[config.mk]
export PLATFORM = sky130hd
export DESIGN_NAME = branch_tracker
export DESIGN_NICKNAME = d
export VERILOG_FILES = /design/src/rtl/branch_tracker.sv
export SDC_FILE = /design/constraint.sdc
export NUM_CORES = 1
export LEC_CHECK = 0
export ABC_AREA = 1
export ABC_CLOCK_PERIOD_IN_PS = 2000
export CAP_MARGIN = 10
export CORE_MARGIN = 10
export CORE_UTILIZATION = 53
export CTS_BUF_LIST = sky130_fd_sc_hd__clkbuf_8
export DETAILED_ROUTE_END_ITERATION = 10
export GPL_TIMING_DRIVEN = 0
export PLACE_DENSITY_LB_ADDON = 0.3
export SLEW_MARGIN = 20
export SYNTH_ARGS = -nofsm -noshare
export SYNTH_HDL_FRONTEND = slang
export SYNTH_SLANG_ARGS = --single-unit
[constraint.sdc]
create_clock -name clk_in -period 2 [get_ports clk_in]
set_input_delay 0.5 -clock clk_in [delete_from_list [all_inputs] [get_ports clk_in]]
set_output_delay 0.5 -clock clk_in [all_outputs]
set_load 0.05 [all_outputs]
[src/rtl/branch_tracker.sv]
// branch_tracker: circular buffer of in-flight conditional branch predictions.
// Entries are allocated in order, resolved out of order by tag, and committed
// in order. Each commit drives a one-cycle predictor update on the br_* port.
module branch_tracker #(
  parameter int unsigned DEPTH          = 8,
  parameter int unsigned IDX_BITS       = 3,
  parameter int unsigned PRED_TABLE_BIT = 6
) (
  input  logic                      clk_in,
  input  logic                      rst_in,
  input  logic                      rdy_in,
  input  logic                      alloc_valid,
  input  logic                      alloc_pred,
  input  logic [PRED_TABLE_BIT-1:0] alloc_g_ind,
  input  logic [PRED_TABLE_BIT-1:0] alloc_l_ind,
  output logic                      alloc_ready,
  output logic [IDX_BITS-1:0]       alloc_tag,
  input  logic                      res_valid,
  input  logic [IDX_BITS-1:0]       res_tag,
  input  logic                      res_taken,
  input  logic                      commit_valid,
  output logic                      head_resolved,
  input  logic                      flush_in,
  output logic                      br_req,
  output logic                      br_correct,
  output logic [31:0]               br_res,
  output logic [PRED_TABLE_BIT-1:0] br_g_ind,
  output logic [PRED_TABLE_BIT-1:0] br_l_ind,
  output logic                      mispredict_out,
  output logic [IDX_BITS:0]         count_out
);

  localparam int unsigned CNT_W = IDX_BITS + 1;
  localparam logic [CNT_W-1:0]    FULL_CNT = CNT_W'(DEPTH);
  localparam logic [CNT_W-1:0]    CNT_ONE  = CNT_W'(1);
  localparam logic [IDX_BITS-1:0] IDX_ONE  = IDX_BITS'(1);

  // Per-entry prediction metadata
  typedef struct packed {
    logic                      pred;
    logic                      taken;
    logic [PRED_TABLE_BIT-1:0] g_ind;
    logic [PRED_TABLE_BIT-1:0] l_ind;
  } br_meta_t;

  br_meta_t             meta_q [DEPTH];
  logic [DEPTH-1:0]     valid_q;
  logic [DEPTH-1:0]     resolved_q;
  logic [DEPTH-1:0]     valid_d;
  logic [DEPTH-1:0]     resolved_d;
  logic [IDX_BITS-1:0]  head_q;
  logic [IDX_BITS-1:0]  tail_q;
  logic [CNT_W-1:0]     count_q;

  logic alloc_fire;
  logic res_fire;
  logic commit_fire;
  logic upd_en;
  br_meta_t head_meta;

  // Handshake status derived from registered state only
  assign alloc_ready   = (count_q != FULL_CNT);
  assign alloc_tag     = tail_q;
  assign head_resolved = (count_q != '0) && resolved_q[head_q];
  assign count_out     = count_q;
  assign head_meta     = meta_q[head_q];

  // Event qualification; a flush or stall suppresses every other event
  assign upd_en      = rdy_in && !flush_in;
  assign alloc_fire  = upd_en && alloc_valid && alloc_ready;
  assign res_fire    = upd_en && res_valid && valid_q[res_tag];
  assign commit_fire = upd_en && commit_valid && head_resolved;

  // Next valid/resolved vectors; alloc and commit never touch the same slot
  always_comb begin
    valid_d    = valid_q;
    resolved_d = resolved_q;
    if (commit_fire) begin
      valid_d[head_q] = 1'b0;
    end
    if (alloc_fire) begin
      valid_d[tail_q]    = 1'b1;
      resolved_d[tail_q] = 1'b0;
    end
    if (res_fire) begin
      resolved_d[res_tag] = 1'b1;
    end
  end

  // Entry status bits
  always_ff @(posedge clk_in or negedge rst_in) begin
    if (!rst_in) begin
      valid_q    <= '0;
      resolved_q <= '0;
    end else if (rdy_in) begin
      if (flush_in) begin
        valid_q    <= '0;
        resolved_q <= '0;
      end else begin
        valid_q    <= valid_d;
        resolved_q <= resolved_d;
      end
    end
  end

  // Entry metadata: prediction written at alloc, direction written at resolve
  always_ff @(posedge clk_in or negedge rst_in) begin
    if (!rst_in) begin
      for (int unsigned i = 0; i < DEPTH; i++) begin
        meta_q[i] <= '0;
      end
    end else begin
      if (alloc_fire) begin
        meta_q[tail_q] <= '{pred: alloc_pred, taken: 1'b0,
                            g_ind: alloc_g_ind, l_ind: alloc_l_ind};
      end
      if (res_fire) begin
        meta_q[res_tag].taken <= res_taken;
      end
    end
  end

  // Head/tail pointers and occupancy
  always_ff @(posedge clk_in or negedge rst_in) begin
    if (!rst_in) begin
      head_q  <= '0;
      tail_q  <= '0;
      count_q <= '0;
    end else if (rdy_in) begin
      if (flush_in) begin
        head_q  <= '0;
        tail_q  <= '0;
        count_q <= '0;
      end else begin
        if (alloc_fire) begin
          tail_q <= tail_q + IDX_ONE;
        end
        if (commit_fire) begin
          head_q <= head_q + IDX_ONE;
        end
        unique case ({alloc_fire, commit_fire})
          2'b10:   count_q <= count_q + CNT_ONE;
          2'b01:   count_q <= count_q - CNT_ONE;
          default: count_q <= count_q;
        endcase
      end
    end
  end

  // Predictor update port: one-cycle strobe after each commit, payload holds
  always_ff @(posedge clk_in or negedge rst_in) begin
    if (!rst_in) begin
      br_req         <= 1'b0;
      br_correct     <= 1'b0;
      br_res         <= '0;
      br_g_ind       <= '0;
      br_l_ind       <= '0;
      mispredict_out <= 1'b0;
    end else if (rdy_in) begin
      if (commit_fire) begin
        br_req         <= 1'b1;
        br_correct     <= (head_meta.taken == head_meta.pred);
        br_res         <= 32'(head_meta.taken);
        br_g_ind       <= head_meta.g_ind;
        br_l_ind       <= head_meta.l_ind;
        mispredict_out <= (head_meta.taken != head_meta.pred);
      end else begin
        br_req         <= 1'b0;
        mispredict_out <= 1'b0;
      end
    end
  end

endmodule
### After elaboration in Yosys (flattened, before gate mapping)

Cells that the tools add are included.

* bitwise gates (word level): 9
* order comparisons: 11
* add/subtract/negate cells: 4
* reduce and logical (&&, ||, !) cells: 22
* equal/unequal tests: 5
* muxes and demuxes: 35

Operators with widths (count)
* 112-bit bitwise mux: 2
* 112-bit two-way mux: 2
* 14-bit demux with 3-bit select: 2
* 8-bit two-way mux: 6
* 14-bit binary-select mux with 3-bit select: 1
* 14-bit two-way mux: 3
* 8-bit AND: 2
* 8-bit inverter: 2
* 8-bit bitwise OR: 2
* 1-bit logical AND: 13
* 13-bit two-way mux: 1
* 4-bit >= comparator (second input constant): 3
* 3-bit by 4-bit < comparator with 1-bit output (second input constant): 3
* 3-bit two-way mux: 4
* 3-bit inverter with 4-bit output: 3
* 1-bit demux with 3-bit select: 3
* 3-bit by 1-bit >= comparator with 1-bit output (second input constant): 3
* 4-bit by 1-bit < comparator with 1-bit output (second input constant): 2
* 4-bit one-hot mux with 2 select lines: 1
* 2-bit AND reduction: 4
* 1-bit two-way mux: 7
* 3-bit by 1-bit adder with 3-bit output (second input constant): 2
* 1-bit binary-select mux with 3-bit select: 2
* 4-bit by 1-bit adder with 4-bit output (second input constant): 1
* 11 further kinds: 12

* output and inout bits: 56
* word-level logic and storage cells: 129
* bits of input ports: 24
* register bits after elaboration: 154

### Longest topological paths before layout

* depth in word-level cells: 10
* gate-level depth with buffers: 17
* mapped depth without buffers: 15

### Least setup slack after synthesis

Ideal clock, no wire load.

* path kind: reg2reg
* start: reg count_q[1] (netlist: count_out[1])
* end: reg count_q[3] (netlist: count_out[3])
* setup time: 118 ps
* cell stages (with the launch flop): 14
* clock period less this slack: 2697 ps
* arrival time: 2579 ps
* buffers on the path: 1
* data required time: 1882 ps
* path slack: -697 ps
* path through: dfrtp_1 > nor2_1 > nand3b_1 > nand3_1 > inv_2 > buf_4 > nor2_8 > ha_1 > nand2_1 > nand3b_2 > nand2_1 > nand2_1 > nand3_1 > nand2_1

* elaborated cells between the ends (all ways): 13
* those cells by class: add/sub: 2; eq/ne: 3; mux: 2; reduce/logical: 6

RTL lines
* start, declared: line 53 `logic [CNT_W-1:0] count_q;`
* start signal, assigned: line 142 `2'b10: count_q <= count_q + CNT_ONE;`
* start signal, assigned: line 143 `2'b01: count_q <= count_q - CNT_ONE;`
* start signal, assigned: line 144 `default: count_q <= count_q;`
* 4-bit inequality test (*): line 62 `assign alloc_ready = (count_q != FULL_CNT);`
* net alloc_ready: line 16 `output logic alloc_ready,`
* 1-bit logical AND (*): line 70 `assign alloc_fire = upd_en && alloc_valid && alloc_ready;`
* 2-bit by 1-bit equality test with 1-bit output or 2-bit equality test (tied branches): line 141 `unique case ({alloc_fire, commit_fire})`
* 4-bit one-hot mux with 2 select lines or 3-bit nonzero test (tied branches)
* 4-bit two-way mux or 2-bit AND reduction (tied branches)

Mark *: on every way through the listed nets, which the timed path passes. The rest lies on a longest branch.
A chain may end at the register's enable or synchronous reset.

### Final worst setup path

* start: reg head_q[1]
* end: out head_resolved

* word-level cells in the longest chain between the ends: 3

RTL lines
* start, declared: line 51 `logic [IDX_BITS-1:0] head_q;`
* start signal, assigned: line 139 `head_q <= head_q + IDX_ONE;`
* 1-bit binary-select mux with 3-bit select: line 64 `assign head_resolved = (count_q != '0) && resolved_q[head_q];`
* 1-bit two-way mux (not written as such): line 64
* 1-bit logical AND: line 64
* end, declared: line 22 `output logic head_resolved,`

Every way passes these cells. The select of a mux whose other input is x is not followed.

==> flow_summary.ini <==
[power_and_ir_drop]
p_seq_share_pct = 50.8
power_frac_comb_pct = 17.1
swShare_pct = 30.63
power.internal_mw = 5.414
p_clk_share_pct = 32.1
p_sw_mw = 2.391
power_mw = 7.805
leakagePower_nw = 4.664
p_per_area_nw_per_um2 = 847.0
max-vdd-ir-drop_mv = 0.6708

[worst_setup_path]
cp-end-kind = output pin
critPathKind = reg2out
cp_max_fo = 8
required_ns = 1.50
crit_arrival_ns = 1.74
crit_path_start_kind = register

[place]
gp_congestion = 0.8652
placed_area_um2 = 8214
post-dp-hpwl_um = 14000
dp.cells = 1109
port_buffers = 47
post-place-ws_ns = -0.7677

[clock_network]
cts_max_level = 4
cts_sinks = 154
cts_tree = done
numCtsBuffers = 17
root_buffer = clkbuf_8
insertion_delay_ns = 0.48
clock_path_buffers = 2
path_clk_slew_ns = 0.08

[global_route]
grt_pass1_vias = 6260
grt_usage_pct = 23.54
antenna_found_initial = 0
grt_start_max_net_pins = 95
grt_pass1_wl_um = 33950
gr-total-overflow = 0

[timing]
finalSetupViolCount = 4
rsz0062_at_grt = true
hold_viol_final = 0
holdWs_ns = 0.4237
slew_violations = 0
relSlewSlack_pct = 63.91
worstMarginPinSlew_ns = 0.5414
min_period_ns = 2.239
period_share_pct = 111.9
finalSetupTns_ns = -0.5929
clock_skew_ns = 0.01085
finalWorstSetupSlack_ns = -0.2389
max_freq_mhz = 446.6

[floorplanning]
initial_core_util_pct = 54.32
die_w_um = 136.7
core-area_um2 = 13300
die_h_um = 136.7
die-area_um2 = 18700
num_rows = 42
io_pins = 80

[drt]
routedWlPerCell_um = 18.86
wl_met1_um = 8566
dr.pass1.iters = 6
vias_per_cell = 5.667
routed_wirelength_um = 22120
drcViolationCount = 0
highest_layer = met4
drt_iter0_markers = 741
wl_met2_um = 10770
wl_met3_um = 1865
num_vias = 6647
ant_nets = 0

[layout]
seq_area_um2 = 3860
syn_to_final_growth_pct = 27.60
post-route-util_pct = 69.31
stdcell_area_um2 = 9215
final_cells = 1173
mostFrequentLayoutCells = nand2_1 (275), dfrtp_1 (149), o21ai_0 (127), buf_4 (67), inv_1 (46)
n_antenna_cell = 0
final_common_cell = nand2_1
fin_nets = 1012
fill_cells = 1067
multiInputGateArea_um2 = 3134
drive_above_1_share_pct = 21.66

[flow_run]
cap_viol_max_count = 0

[logic_synthesis]
synthCells = 855
ys_ff_latch = 154
synth.distinct_cells = 37
netlist_area_um2 = 7222
yosysSeqAreaShare_pct = 53.36
yosys_warnings = 0
avgSynthCellArea_um2 = 8.447

[status]
status = complete, but fails checks
violations = setup timing

[hold_path]
min_path_type = in2reg
==> path summary, 6_finish.rpt <==
check	slack, ns	cells past startpoint	start	endpoint
worst min register to register	0.47	2	br_correct	br_correct
worst max-delay path	-0.24	7	head_q[1]	head_resolved
min in group asynchronous	0.56	2	rst_in	resolved_q[5]
max in group asynchronous	0.63	3	rst_in	asynchronous set/reset pin
worst min-delay path	0.42	3	res_taken	meta_q[96]
worst max register to register	-0.18	16	head_q[1]	count_out[3]
==> kinds of logic after synthesis <==
kind of cell,synth area share (%)
flip-flops,53.36
XOR/XNOR,0.3639
buffers and inverters,8.922
AO/OA/AOI/OAI,15.23
other,0.05193
adder cells (fa/ha/maj),0.6930
AND/OR/NAND/NOR,21.38
==> cell usage after synthesis, drive strengths merged <==
cell type | n | area, µm²
nand4 | 17 | 106.4
conb | 1 | 3.750
a21oi | 17 | 85.08
and3 | 1 | 6.260
o22a | 1 | 8.760
a21boi | 1 | 7.510
o2bb2ai | 1 | 8.760
nor3 | 2 | 10.01
nand2 | 292 | 1119
buf | 51 | 349.1
a22o | 3 | 26.28
ha | 4 | 50.05
a22oi | 13 | 97.59
xor2 | 3 | 26.28
inv | 63 | 239.0
nand3b | 2 | 18.77
o2111ai | 2 | 17.52
o21ai | 134 | 678.2
nor2 | 33 | 155.2
clkbuf | 15 | 56.30
nand3 | 22 | 122.6
a221oi | 13 | 113.9
dfrtp | 154 | 3854
o22ai | 9 | 56.30
or2 | 1 | 6.260
==> power by group through the flow <==
stage	Sequential, mW	Clock (mW)	Combinational (mW)
3_5_place_dp	3.99	0	1.26
6_report	3.97	2.50	1.34
2_1_floorplan	3.98	0	0.836
5_1_grt	4.02	2.65	1.50
4_1_cts	3.93	2.51	1.28
3_3_place_gp	3.97	0	1.21
==> metal layers <==
metal  vias to the layer above  GRT usage, %
li1                       3034             -
met1                      3228         28.60
met2                       313         38.64
met3                        72         5.975
met4                         0         10.65
met5                         -             0
==> area by class of cell <==
class,count,area share [%]
Sequential cell,154,41.89
Multi-Input combinational cell,602,34.01
Timing Repair Buffer,81,8.282
Buffer,65,5.988
Inverter,63,2.919
Clock buffer,18,2.688
Tap cell,176,2.390
Clock inverter,14,1.833
==> critical path, cell delays in order, from the launching register on <==
cell      delay [ns]
dfrtp_1         0.43
buf_6           0.16
nor2_4          0.11
nand2_1         0.07
nor2_2          0.13
nor2_4          0.06
a21boi_2        0.14
buf_6           0.17
==> timing repair <==
action                     in CTS  in global routing
setup buffers                  19                 13
pin swaps                      12                 36
setup endpoints to repair      96                 88
resized for setup              71                 91
hold endpoints to repair       60                  0
hold buffers                    1                  0
(Power assumes the default switching activity.)
